**config.mk**
```make
export PLATFORM = sky130hd
export DESIGN_NAME = main_memory_requester
export DESIGN_NICKNAME = d
export VERILOG_FILES = /design/src/rtl/main_memory_requester.sv
export SDC_FILE = /design/constraint.sdc
export NUM_CORES = 1
export LEC_CHECK = 0
export CAP_MARGIN = 20
export CORE_MARGIN = 2
export CORE_UTILIZATION = 43
export CTS_CLUSTER_SIZE = 20
export DETAILED_ROUTE_END_ITERATION = 8
export HOLD_SLACK_MARGIN = 0.05
export PLACE_DENSITY = 0.78
export SYNTH_ARGS = -nofsm -noshare
export SYNTH_HDL_FRONTEND = slang
export SYNTH_SLANG_ARGS = --single-unit
```
**constraint.sdc**
```tcl
create_clock -name clk -period 5.8 [get_ports clk]
set_clock_uncertainty 0.2 [all_clocks]
set_input_delay 1.16 -clock clk [delete_from_list [all_inputs] [get_ports clk]]
set_output_delay 1.16 -clock clk [all_outputs]
set_load 0.01 [all_outputs]
```
**src/rtl/main_memory_requester.sv**
```systemverilog
// ---------------------------------------------------------------------------
// main_memory_requester
//
// Purpose:
//   Services cache line-fill misses against main memory. For a miss with a
//   dirty victim it first writes the victim line back, idles for one GAP
//   cycle, then reads the requested line. The returned line is registered
//   into fill_data and announced with a one-cycle fill_valid pulse.
//
//   States: IDLE -> (WB_REQ -> GAP ->) RD_REQ -> DONE -> IDLE
//
// Handshakes:
//   miss_valid/miss_ready : a miss is accepted on a rising edge where both
//                           are 1. miss_ready is 1 only in IDLE, so
//                           miss_valid is ignored during a transaction.
//   request/ready (memory): a request level stays high until
//                           main_memory_ready is sampled with it, and falls
//                           on the following cycle. A ready seen while no
//                           request is pending is a stray completion and is
//                           ignored.
//
// Ports:
//   clk, reset                   clock; asynchronous active-high reset
//   miss_valid / miss_ready      miss handshake
//   miss_addr, miss_dirty        fill address; victim needs writeback
//   victim_addr, victim_data     writeback address / data
//   fill_valid, fill_data        one-cycle fill pulse / returned line
//   main_memory_read_request     read request level to memory
//   main_memory_write_request    write request level to memory
//   main_memory_address          registered memory address
//   main_memory_write_data       registered memory write data
//   main_memory_read_data        memory read data
//   main_memory_ready            memory completion pulse
//   error                        sticky timeout flag
//   dbg_state_o                  current FSM state (debug visibility)
//
// Optional feature:
//   MAIN_MEMORY_REQUESTER_TIMEOUT_EN -- when defined, a request that sees no
//   ready within TIMEOUT_CYCLES cycles is abandoned: error is set (sticky
//   until reset), fill_data is loaded with 0 and fill_valid still pulses.
//   When undefined the block waits for ready indefinitely and error is 0.
// ---------------------------------------------------------------------------

`ifndef MAIN_MEMORY_ADDRESS_WIDTH
`define MAIN_MEMORY_ADDRESS_WIDTH 32
`endif
`ifndef MAIN_MEMORY_DATA_WIDTH
`define MAIN_MEMORY_DATA_WIDTH 32
`endif

module main_memory_requester #(
  parameter int ADDR_WIDTH     = `MAIN_MEMORY_ADDRESS_WIDTH,
  parameter int DATA_WIDTH     = `MAIN_MEMORY_DATA_WIDTH,
  parameter int TIMEOUT_CYCLES = 64
) (
  input  logic                  clk,
  input  logic                  reset,
  input  logic                  miss_valid,
  output logic                  miss_ready,
  input  logic [ADDR_WIDTH-1:0] miss_addr,
  input  logic                  miss_dirty,
  input  logic [ADDR_WIDTH-1:0] victim_addr,
  input  logic [DATA_WIDTH-1:0] victim_data,
  output logic                  fill_valid,
  output logic [DATA_WIDTH-1:0] fill_data,
  output logic                  main_memory_read_request,
  output logic                  main_memory_write_request,
  output logic [ADDR_WIDTH-1:0] main_memory_address,
  output logic [DATA_WIDTH-1:0] main_memory_write_data,
  input  logic [DATA_WIDTH-1:0] main_memory_read_data,
  input  logic                  main_memory_ready,
  output logic                  error,
  output logic [2:0]            dbg_state_o
);

  typedef enum logic [2:0] {
    IDLE   = 3'd0,
    WB_REQ = 3'd1,
    GAP    = 3'd2,
    RD_REQ = 3'd3,
    DONE   = 3'd4
  } state_e;

  // Reject a configuration whose timeout could never be met.
  if (TIMEOUT_CYCLES < 1) begin : g_bad_timeout
    $error("TIMEOUT_CYCLES must be at least 1");
  end

  state_e                state_q;
  logic [ADDR_WIDTH-1:0] miss_addr_q;   // fill address kept for after GAP
  logic [ADDR_WIDTH-1:0] mem_addr_q;
  logic [DATA_WIDTH-1:0] mem_wdata_q;
  logic [DATA_WIDTH-1:0] fill_data_q;

`ifdef MAIN_MEMORY_REQUESTER_TIMEOUT_EN
  localparam int TmoW = $clog2(TIMEOUT_CYCLES + 1);

  logic [TmoW-1:0] tmo_cnt_q;
  logic            error_q;
  logic            tmo_hit;

  // The counter starts at 0 on the first request cycle, so reaching
  // TIMEOUT_CYCLES-1 without ready means the request has been high for
  // TIMEOUT_CYCLES cycles.
  assign tmo_hit = (tmo_cnt_q == TmoW'(TIMEOUT_CYCLES - 1));
`endif

  always_ff @(posedge clk or posedge reset) begin
    if (reset) begin
      state_q     <= IDLE;
      miss_addr_q <= '0;
      mem_addr_q  <= '0;
      mem_wdata_q <= '0;
      fill_data_q <= '0;
`ifdef MAIN_MEMORY_REQUESTER_TIMEOUT_EN
      tmo_cnt_q   <= '0;
      error_q     <= 1'b0;
`endif
    end else begin
      case (state_q)
        IDLE: begin
          if (miss_valid) begin
            miss_addr_q <= miss_addr;
`ifdef MAIN_MEMORY_REQUESTER_TIMEOUT_EN
            tmo_cnt_q   <= '0;
`endif
            if (miss_dirty) begin
              // Address/data registers change only on request entry.
              mem_addr_q  <= victim_addr;
              mem_wdata_q <= victim_data;
              state_q     <= WB_REQ;
            end else begin
              mem_addr_q  <= miss_addr;
              state_q     <= RD_REQ;
            end
          end
        end

        WB_REQ: begin
          if (main_memory_ready) begin
            state_q <= GAP;
          end
`ifdef MAIN_MEMORY_REQUESTER_TIMEOUT_EN
          else if (tmo_hit) begin
            error_q     <= 1'b1;
            fill_data_q <= '0;
            state_q     <= DONE;
          end else begin
            tmo_cnt_q <= tmo_cnt_q + TmoW'(1);
          end
`endif
        end

        GAP: begin
          // Exactly one quiet cycle between writeback and read; any ready
          // seen here is stray and deliberately not looked at.
          mem_addr_q <= miss_addr_q;
          state_q    <= RD_REQ;
`ifdef MAIN_MEMORY_REQUESTER_TIMEOUT_EN
          tmo_cnt_q  <= '0;
`endif
        end

        RD_REQ: begin
          if (main_memory_ready) begin
            fill_data_q <= main_memory_read_data;
            state_q     <= DONE;
          end
`ifdef MAIN_MEMORY_REQUESTER_TIMEOUT_EN
          else if (tmo_hit) begin
            error_q     <= 1'b1;
            fill_data_q <= '0;
            state_q     <= DONE;
          end else begin
            tmo_cnt_q <= tmo_cnt_q + TmoW'(1);
          end
`endif
        end

        DONE: begin
          state_q <= IDLE;
        end

        default: begin
          state_q <= IDLE;
        end
      endcase
    end
  end

  // All handshake/request outputs decode from the registered state only,
  // so an asynchronous reset clears them immediately.
  assign miss_ready                = (state_q == IDLE);
  assign main_memory_write_request = (state_q == WB_REQ);
  assign main_memory_read_request  = (state_q == RD_REQ);
  assign fill_valid                = (state_q == DONE);
  assign fill_data                 = fill_data_q;
  assign main_memory_address       = mem_addr_q;
  assign main_memory_write_data    = mem_wdata_q;
  assign dbg_state_o               = state_q;

`ifdef MAIN_MEMORY_REQUESTER_TIMEOUT_EN
  assign error = error_q;
`else
  assign error = 1'b0;
`endif

`ifndef SYNTHESIS
  a_req_exclusive: assert property (@(posedge clk) disable iff (reset)
    !(main_memory_read_request && main_memory_write_request));
`endif

endmodule

```
==> results of run 1 <==
[layout make-up]
class	count	share of cell area, %
multi-input combinational	239	25.4
sequential	131	37.9
tap	172	2.49
inverter	2	0.116
clock inverter	4	0.520
clock buffer	27	6.04
timing repair buffer	240	27.6
[metrics by stage]
step | power, mW | area (um^2) | std cells | worst slack, ns | util, %
after floorplan | 2.56 | 5670 | 399 | 0.942 | -
after global placement | 3.47 | 8090 | 784 | 2.42 | 63.6
after detailed placement | 3.54 | 8090 | 784 | 2.37 | 63.6
after CTS | 4.59 | 8660 | 815 | 2.39 | 68.0
after global routing | 4.82 | 8660 | 815 | 2.34 | 68.0
final | 4.53 | 8660 | 815 | 2.42 | 68.0
[layer usage]
layer  vias to the layer above  GRT usage, %  share of wire [%]
li1                       1878             -                  -
met1                      1983          23.9                 38
met2                       177          35.3                 49
met3                        26          11.3                 11
met4                         0          9.52                2.5
met5                         -             0                  0
[state kept, by name (all words and copies together), names as in the netlist]
name                    count
fill_data                  32
main_memory_address        32
main_memory_write_data     32
miss_addr_q                32
dbg_state_o                 3
[how the worst max path moves through the flow]
stage,slack [ns],from,end,cells past startpoint
detailed placement,2.37,miss_valid,miss_addr_q[6],4
finish,2.42,dbg_state_o[0],main_memory_write_request,2
global placement,2.42,miss_valid,miss_addr_q[13],4
floorplan,0.94,reset,dbg_state_o[0],1
CTS,2.39,dbg_state_o[0],main_memory_write_request,2
global route,2.34,dbg_state_o[0],main_memory_write_request,2
[synthesized netlist by cell type, types with 2 or more instances]
master,n
inv_1,2
clkbuf_1,9
mux2_2,97
o21ai_1,32
buf_4,6
buf_6,5
nor3_1,2
nand2_1,33
buf_8,3
dfrtp_1,131
buf_2,4
mux2_1,31
mux2i_1,32
nor3b_1,2
[cells in the final DEF (no fill, tap or decap), drive strengths merged, types with 2 or more instances in the layout]
cell,synthesis,layout
inv,2,2
buf,18,6
clkdlybuf4s50,0,234
dfrtp,131,131
nand2,33,33
mux2i,32,32
clkbuf,9,27
o21ai,32,32
mux2,128,128
nor3,2,2
nor3b,3,3
clkinv,0,3
[cell families (layout without fill, tap and decap cells)]
logic type,after synthesis,in the layout,synth area share (%)
simple gates,43,43,4.13
other cells,1,1,0.0661
flops,131,131,57.8
buf+inv,29,273,3.66
mux,160,160,31.1
compound gates,35,35,3.27
[power groups by stage]
stage	logic, mW	clock network [mW]	registers, mW
global placement	1.82	0	1.65
finish	1.85	1.02	1.66
CTS	1.88	1.04	1.67
global route	2.00	1.09	1.73
floorplan	0.791	0	1.76
detailed placement	1.87	0	1.67
[worst min-delay path, delay by kind of cell (launching register included)]
family           cells  cell delay [ns]
flip-flops           1             0.33
AO/OA/AOI/OAI        1             0.06
AND/OR/NAND/NOR      1             0.05
==> results.md, run 1 <==
- Hold crit path type: flip-flop to flip-flop
- Worst EP arrival: 2.02 ns
- Period Utilization, post-route: 58.3%
- Worst Setup Start Kind: flip-flop
- Num CTS Buffers: 17
- First-pass GRT wire length: 23800 um
- Initial antenna violation count: 0
- CTS clk-pin slew, worst paths: about 0.050 ns
- Psw: ~1.4 mW
- DRC: 0
- FF-to-FF End: miss_addr_q[12]
- Synth unique cells: 24
- CTS tree: done
- Post-synth EDFFs: 0
- Clock sinks: around 130
- Reg2reg path depth: 3
- Starting DRC count in detailed routing: 154
- Leading area contributor after synthesis: dfrtp_1
- Area of the core: 12700 um^2
- Cell count after synthesis: 399
- Hold_sp: miss_addr_q[3]
- # port buffers: 235
- Number of global-route vias before repair: roughly 4500
- Clock Latency Late Sink: 0.41 ns
- Area of the multi-input gates: 2200 um^2
- Hold Crit Endpoint: main_memory_address[3]
- P_int: 3.15 mW
- Row cnt: 41
- Final net count: 764
- Setup TNS: 0 ns
- Sequential cell area fraction in the yosys report: 57.8%
- Buf/Inv on CP: 1
- Postcts setup bufs: 0
- Area Growth Syn to Fin: 52.6%
- Bufs on Longest Clock Path: 2
- N_diodes: 0
- Synthesized area: 5670 um^2
- Fill count: 1001
- Leak Pwr: approximately 3.5 nW
- Final setup violation count: 0
- Top FF cell, synth: dfrtp_1
- RSZ-0062 raised after global routing: false
- CTS root buffer: clkbuf_16
- Worst Path Required: 4.44 ns
- Logic pwr share: 40.9%
- Worst IR drop on VDD: 305 uV
- Sequential share of power: ~37%
- Routed wire length: between 10000 and 15000 um
- Worst hold path depth: 2
- Initial Utilization: 44.6%
- Crit-path slowest cell: dfrtp_1
- Yosys reg bits: 131
- GRT Util Overall: between 20% and 30%
- H-tree levels: 4
- Main area contributors after synthesis: dfrtp_1, mux2_2, mux2_1
- Peak Freq: 0.296 GHz
- Worst stage delay on the critical path: ~0.74 ns
- Post-Syn Area per Cell: 14.2 um^2
- Pin count of the biggest net entering global routing: 65
- Post-Syn Nets: 532
- Sw frac: 30.6%
- Area occupied by registers: 3280 um^2
- DR WL/cell: 17.7 um
- Pin slew with the least headroom to its limit: slightly above 0.9 ns
- Crit path cell chain: nor3b_1 -> clkdlybuf4s50_1
- Crit end category: output pin
- Hold Buf Count CTS: 0
- Remaining antenna violation count: 0
- GP Congestion: 0.769
- CP top delay family: flip-flops
- FFs w/ async S/R, synth: between 90% and 100%
- DPL Wire Length: slightly above 10000 um
- # resized after CTS: 0
- Crit Path Category: flip-flop to output pin
- Die Ht: between 100 and 150 um
- Max_cap viols: 0
- Clk network pwr share: between 20 and 25%
- Synth warn: 0
- CP max FO: 14
- Worst reg-to-reg setup slack: 3.35 ns
- Minimum clock period: 3.38 ns
- Share of the synthesized area in the top cell type: 57.8%
- WHS: 0.278 ns
- PD cells: 524 nW/um^2
- Max-slew violations: 0
- TritonRoute pass-1 iters: 5
- Fin. Hold Viols: 0
- Outcome: complete, no violations
- Slew margin rel.: 37.6%
- # IOs: 237
- Origin of the critical flop-to-flop path: dbg_state_o[1]
- Via count: 4064
- GRT overflow: 0
- Layout cells sized above 1: 21.0%
- Vias/cell: 4.99
- Die footprint: 14100 um^2
- Die W: 119 um
Note: power is estimated with default switching activity, not from simulation.
==> run 2: changes to the inputs <==
--- a/config.mk
+++ b/config.mk
@@ -7,11 +7,11 @@
 export LEC_CHECK = 0
 export CAP_MARGIN = 20
 export CORE_MARGIN = 2
-export CORE_UTILIZATION = 43
+export CORE_UTILIZATION = 39
 export CTS_CLUSTER_SIZE = 20
 export DETAILED_ROUTE_END_ITERATION = 8
 export HOLD_SLACK_MARGIN = 0.05
-export PLACE_DENSITY = 0.78
+export PLACE_DENSITY = 0.74
 export SYNTH_ARGS = -nofsm -noshare
 export SYNTH_HDL_FRONTEND = slang
 export SYNTH_SLANG_ARGS = --single-unit
==> constraint.sdc (replaced) <==
create_clock -name clk -period 2.7 [get_ports clk]
set_clock_uncertainty 0.2 [all_clocks]
set_input_delay 0.54 -clock clk [delete_from_list [all_inputs] [get_ports clk]]
set_output_delay 0.54 -clock clk [all_outputs]
set_load 0.01 [all_outputs]
==> run 2 against run 1 <==
Against the previous run:
- clock-buffer cell count fell by 6
- hold slack worse by 0.0018 ns
- highest routed layer unchanged
- first-iteration DRC count grew 10%
- largest cell class unchanged
- sequential power is 120% higher
- design area rose by 0.94%
- clock power is 100% higher
- combinational power is 120% higher
- final cell count rose by 2.1%
- core utilization fell by 7.2 points
- largest power group unchanged
- flip-flop and latch count is the same
- die area up 9.9%
==> results.md, run 2 (synthesized netlist as in run 1, its figures left out) <==
- Area occupied by registers: 3280 um^2
- DRC: 0
- Area of the core: 14400 um^2
- Final net count: approximately 770
- Max_cap viols: 0
- RSZ-0062 raised after global routing: false
- Minimum clock period: approximately 2.5 ns
- Initial Utilization: about 39%
- # IOs: 237
- Area Growth Syn to Fin: 54.1%
- # port buffers: 235
- Area of the multi-input gates: 2200 um^2
- DR WL/cell: 16.7 um
- Initial antenna violation count: 0
- Worst EP arrival: around 1.8 ns
- CTS tree: done
- PD cells: roughly 1100 nW/um^2
- GRT Util Overall: between 10% and 20%
- Num CTS Buffers: 17
- Die W: 125 um
- GP Congestion: 0.761
- Vias/cell: between 4 and 5
- Starting DRC count in detailed routing: 170
- Pin slew with the least headroom to its limit: just under 0.6 ns
- Die Ht: ~120 um
- Bufs on Longest Clock Path: 2
- Fill count: ~1100
- TritonRoute pass-1 iters: 4
- CTS root buffer: clkbuf_16
- DPL Wire Length: 10100 um
- Leak Pwr: 3.53 nW
- Worst IR drop on VDD: 605 uV
- Pin count of the biggest net entering global routing: between 60 and 70
- Slew margin rel.: 60.6%
- CTS clk-pin slew, worst paths: 0.05 ns
- Peak Freq: 0.393 GHz
- Setup TNS: 0 ns
- Worst stage delay on the critical path: 0.58 ns
- Row cnt: 44
- Hold crit path type: flip-flop to flip-flop
- Pwr Total: 9.68 mW
- First-pass GRT wire length: between 20000 and 25000 um
- Via count: 4022
- Period Utilization, post-route: around 94%
- Routed wire length: approximately 14000 um
- Crit end category: output pin
- GRT overflow: 0
- Most frequent cells in the layout: clkdlybuf4s50_1, dfrtp_1, mux2_2
- Crit path cell chain: nor3b_1 -> clkdlybuf4s50_1
- Fin. Hold Viols: 0
- Crit Path Category: flip-flop to output pin
- WHS: 0.276 ns
- Layout cells sized above 1: roughly 22%
- N_diodes: 0
- Clock Latency Late Sink: 0.41 ns
- Postcts setup bufs: 0
- Worst Setup Start Kind: flip-flop
- Outcome: complete, no violations
- Worst Path Required: 1.96 ns
- Clock sinks: 131
- Crit-path slowest cell: clkdlybuf4s50_1
- Max-slew violations: 0
- CP max FO: 7
- Number of global-route vias before repair: 4363
- H-tree levels: 4
- Die footprint: 15500 um^2
- Remaining antenna violation count: 0
- Commonest non-fill, non-tap cell in the layout: clkdlybuf4s50_1
- Final setup violation count: 0
[run 2: cell types whose count changed in the layout (fill, tap and decap cells not counted)]
cell	delta
buf_4	-1
dfrtp_1	-2
inv_4	-1
clkinvlp_4	+4
dfrtp_2	+2
clkbuf_1	-1
clkbuf_8	-5
clkinv_2	+4
buf_12	+5
[run 2: per-stage QoR]
step	util [%]	cell area [um^2]	worst slack [ns]	cells
after floorplan	-	5670	0.337	399
after global placement	57.0	8200	0.239	800
after detailed placement	57.0	8200	0.199	800
after CTS	60.8	8740	0.119	832
after global routing	60.8	8740	0.0939	832
final	60.8	8740	0.154	832
[run 2: worst paths after layout]
| check | slack (ns) | cells past startpoint | from | to |
|---|---|---|---|---|
| max in group asynchronous | 1.58 | 3 | reset | dbg_state_o[2] |
| setup reg to reg | 0.55 | 3 | dbg_state_o[0] | fill_data[9] |
| setup / recovery | 0.15 | 2 | dbg_state_o[0] | main_memory_write_request |
| hold reg to reg | 0.28 | 2 | miss_addr_q[15] | main_memory_address[15] |
| min in group asynchronous | 0.40 | 3 | reset | main_memory_write_data[3] |
| hold / removal | 0.28 | 2 | miss_addr_q[15] | main_memory_address[15] |
[run 2: routing by layer]
metal | up-vias | GRT usage [%] | part of all wire, % | wire length [um]
met1 | 1961 | 21.0 | 39 | 5430
met3 | 24 | 7.22 | 8.4 | 1170
met2 | 148 | 31.2 | 50 | 6950
li1 | 1889 | - | - | -
met4 | 0 | 7.93 | 2.6 | 365
met5 | - | 0 | 0 | 0
[run 2: cell type report]
class | instances | share of cell area [%]
Multi-Input combinational cell | 239 | 25.2
Clock inverter | 11 | 1.00
Timing Repair Buffer | 244 | 28.4
Inverter | 2 | 0.129
Sequential cell | 131 | 37.5
Tap cell | 184 | 2.63
Clock buffer | 21 | 5.16
[run 2: repair_timing]
| item | in CTS | in global routing |
|---|---|---|
| gates resized for setup | 2 | 0 |
| endpoints found under the setup margin | 2 | 0 |
| hold buffers | 0 | 0 |
[run 2: critical path, delay by kind of cell (launching register included)]
kind	cells	cell delay [ns]
buffers and inverters	1	0.58
DFF	1	0.55
and+or+nand+nor	1	0.26
[run 2: power by group]
group / total (mW) / switching [mW] / leakage (nW) / internal (mW)
Clock: 2.09 / 0.812 / 0.262 / 1.27
Sequential: 3.57 / 0.604 / 1.58 / 2.97
Combinational: 4.02 / 1.58 / 1.69 / 2.44
==> run 3: changes to the inputs <==
--- a/config.mk
+++ b/config.mk
@@ -8,6 +8,7 @@
 export CAP_MARGIN = 20
 export CORE_MARGIN = 2
 export CORE_UTILIZATION = 39
+export CTS_CLUSTER_DIAMETER = 100
 export CTS_CLUSTER_SIZE = 20
 export DETAILED_ROUTE_END_ITERATION = 8
 export HOLD_SLACK_MARGIN = 0.05
==> constraint.sdc (replaced) <==
create_clock -name clk -period 2.25 [get_ports clk]
set_clock_uncertainty 0.2 [all_clocks]
set_input_delay 0.45 -clock clk [delete_from_list [all_inputs] [get_ports clk]]
set_output_delay 0.45 -clock clk [all_outputs]
set_load 0.01 [all_outputs]
==> run 3 against run 2 <==
Against the previous run:
- final cell count increased by 1.1%
- combinational power increased by 24%
- sequential power increased by 18%
- highest routed layer unchanged
- largest cell class unchanged
- power increased by 20%
- register-to-register slack got worse by 0.34 ns
- worst setup slack got worse by 0.050 ns
- clock-buffer cell count increased by 1
- sequential share of layout area decreased by 0.42 points
- largest power group unchanged
- die area unchanged
==> results.md, run 3 (synthesized netlist as in run 1, its figures left out) <==
- Outcome: complete, no violations
- # IOs: ~240
- Max-slew violations: 0
- Worst Path Required: 1.60 ns
- Crit path cell chain: buf_4 -> clkdlybuf4s50_1
- Crit-path slowest cell: clkdlybuf4s50_1
- Sw frac: 30.8%
- Die footprint: 15500 um^2
- Crit end category: output pin
- Die W: 125 um
- Die Ht: about 120 um
- DPL Wire Length: ~11000 um
- Worst IR drop on VDD: between 700 and 800 uV
- Pin count of the biggest net entering global routing: between 60 and 70
- Final Cell Area: ~9000 um^2
- Commonest non-fill, non-tap cell in the layout: clkdlybuf4s50_1
- P_int: 8.02 mW
- Worst reg-to-reg setup slack: 0.21 ns
- Crit path capture: dbg_state_o[2]
- Area post-placement: ~8300 um^2
- Remaining antenna violation count: 0
- Clock sinks: 131
- TritonRoute pass-1 iters: 4
- Num CTS Buffers: 17
- Fin. Hold Viols: 0
- N_diodes: 0
- Sequential share of power: 36.5%
- Clock Latency Late Sink: 0.41 ns
- CTS clk-pin slew, worst paths: 0.05 ns
- Psw: between 3 and 4 mW
- Bufs on Longest Clock Path: 2
- Area of the core: 14400 um^2
- FF-to-FF End: main_memory_write_data[9]
- Area of the multi-input gates: 2200 um^2
- Area occupied by registers: 3280 um^2
- Vias/cell: 4.80
- CTS tree: done
- CP max FO: 5
- First-pass GRT wire length: about 23000 um
- RSZ-0062 raised after global routing: false
- CTS root buffer: clkbuf_16
- CP top delay family: buffers and inverters
- DR WL/cell: 16.8 um
- DRC: 0
- Area Growth Syn to Fin: 55.9%
- CP Depth: 2
- Final setup violation count: 0
- Worst stage delay on the critical path: 0.52 ns
- Initial antenna violation count: 0
- Clk network pwr share: roughly 20%
- Worst Setup Start Kind: flip-flop
- Minimum clock period: 2.15 ns
- Starting DRC count in detailed routing: 116
- PD cells: 1310 nW/um^2
- Crit Path Category: flip-flop to output pin
- Number of global-route vias before repair: 4619
- Initial Utilization: about two fifths
- Worst setup path startpoint: dbg_state_o[2]
- Routed wire length: 14200 um
- # port buffers: ~240
- Leak Pwr: between 3 and 4 nW
- GP Congestion: 0.790
- Period Utilization, post-route: 95.4%
- Fill count: ~1100
- GRT overflow: 0
- Logic pwr share: 43.2%
- Most frequent cells in the layout: clkdlybuf4s50_1, dfrtp_1, mux2_2
- Via count: 4036
- Peak Freq: 0.466 GHz
- Row cnt: 44
- Hold Buf Count CTS: 0
- Hold crit path type: flip-flop to flip-flop
- H-tree levels: 4
- Pwr Total: 11.6 mW
- Origin of the critical flop-to-flop path: dbg_state_o[2]
- Reg2reg path depth: 5
- Max_cap viols: 0
- Final net count: 781
- Worst EP arrival: 1.50 ns
- Layout cells sized above 1: 23.3%
- Buf/Inv on CP: 2
- GRT Util Overall: between 10% and 20%
run 3: cell count changes in the layout (fill, tap and decap cells not counted):
| cell | before | now |
|---|---|---|
| buf_4 | 4 | 13 |
| clkdlybuf4s50_1 | 234 | 228 |
| dlygate4sd2_1 | 0 | 6 |
| buf_12 | 5 | 9 |
| clkinv_2 | 7 | 4 |
| bufinv_16 | 1 | 0 |
| clkbuf_8 | 1 | 2 |
| clkinvlp_4 | 4 | 3 |
| dfrtp_1 | 129 | 128 |
| dfrtp_2 | 2 | 3 |
run 3: what timing repair did:
| action | CTS | global route |
|---|---|---|
| buffers inserted | 3 | 0 |
| setup endpoints to repair | 7 | 0 |
| gates resized for setup | 9 | 0 |
run 3: layout make-up:
cell class	instances	share of cell area [%]
clock buffer	22	5.25
clock inverter	6	0.396
inverter	2	0.127
multi-input combinational	239	24.9
sequential	131	37.1
tap	184	2.60
timing repair buffer	257	29.6
run 3: worst register-to-register path, delay by kind of cell (launching register included):
kind,cells,cell delay [ns]
and+or+nand+nor,1,0.32
buffers and inverters,3,0.58
muxes,1,0.38
DFF,1,0.45
run 3: stage by stage:
stage          hold WS [ns]  std cells  worst slack (ns)  TNS [ns]  utilization, %
2_1_floorplan         0.252        399           -0.0232     -3.04               -
3_3_place_gp          0.261        810           -0.0282    -0.256            57.9
3_5_place_dp          0.271        810           -0.0934     -1.78            57.9
4_1_cts               0.284        841            0.0831         0            61.5
5_1_grt               0.303        841            0.0442         0            61.5
6_report              0.278        841             0.104         0            61.5
run 3: how the worst min path moves through the flow:
stage | start | to | slack [ns] | depth (start not counted)
floorplan | miss_addr_q[0] | main_memory_address[0] | 0.25 | 2
global placement | miss_addr_q[25] | main_memory_address[25] | 0.26 | 2
detailed placement | miss_addr_q[30] | main_memory_address[30] | 0.27 | 2
CTS | miss_addr_q[1] | main_memory_address[1] | 0.28 | 2
global route | miss_addr_q[12] | main_memory_address[12] | 0.30 | 2
finish | miss_addr_q[1] | main_memory_address[1] | 0.28 | 2
run 3: metal layers:
layer | share of wire [%] | track usage, %
met5 | 0 | 0
met4 | 1.9 | 6.21
met3 | 8.8 | 8.93
met2 | 51 | 32.8
met1 | 39 | 20.7
run 3: power by group through the flow:
stage	sequential [mW]	combinational [mW]	clock, mW
floorplan	4.55	2.04	0
global placement	4.22	4.92	0
detailed placement	4.29	5.05	0
CTS	4.25	5.10	2.43
global route	4.39	5.38	2.53
finish	4.23	5.00	2.36
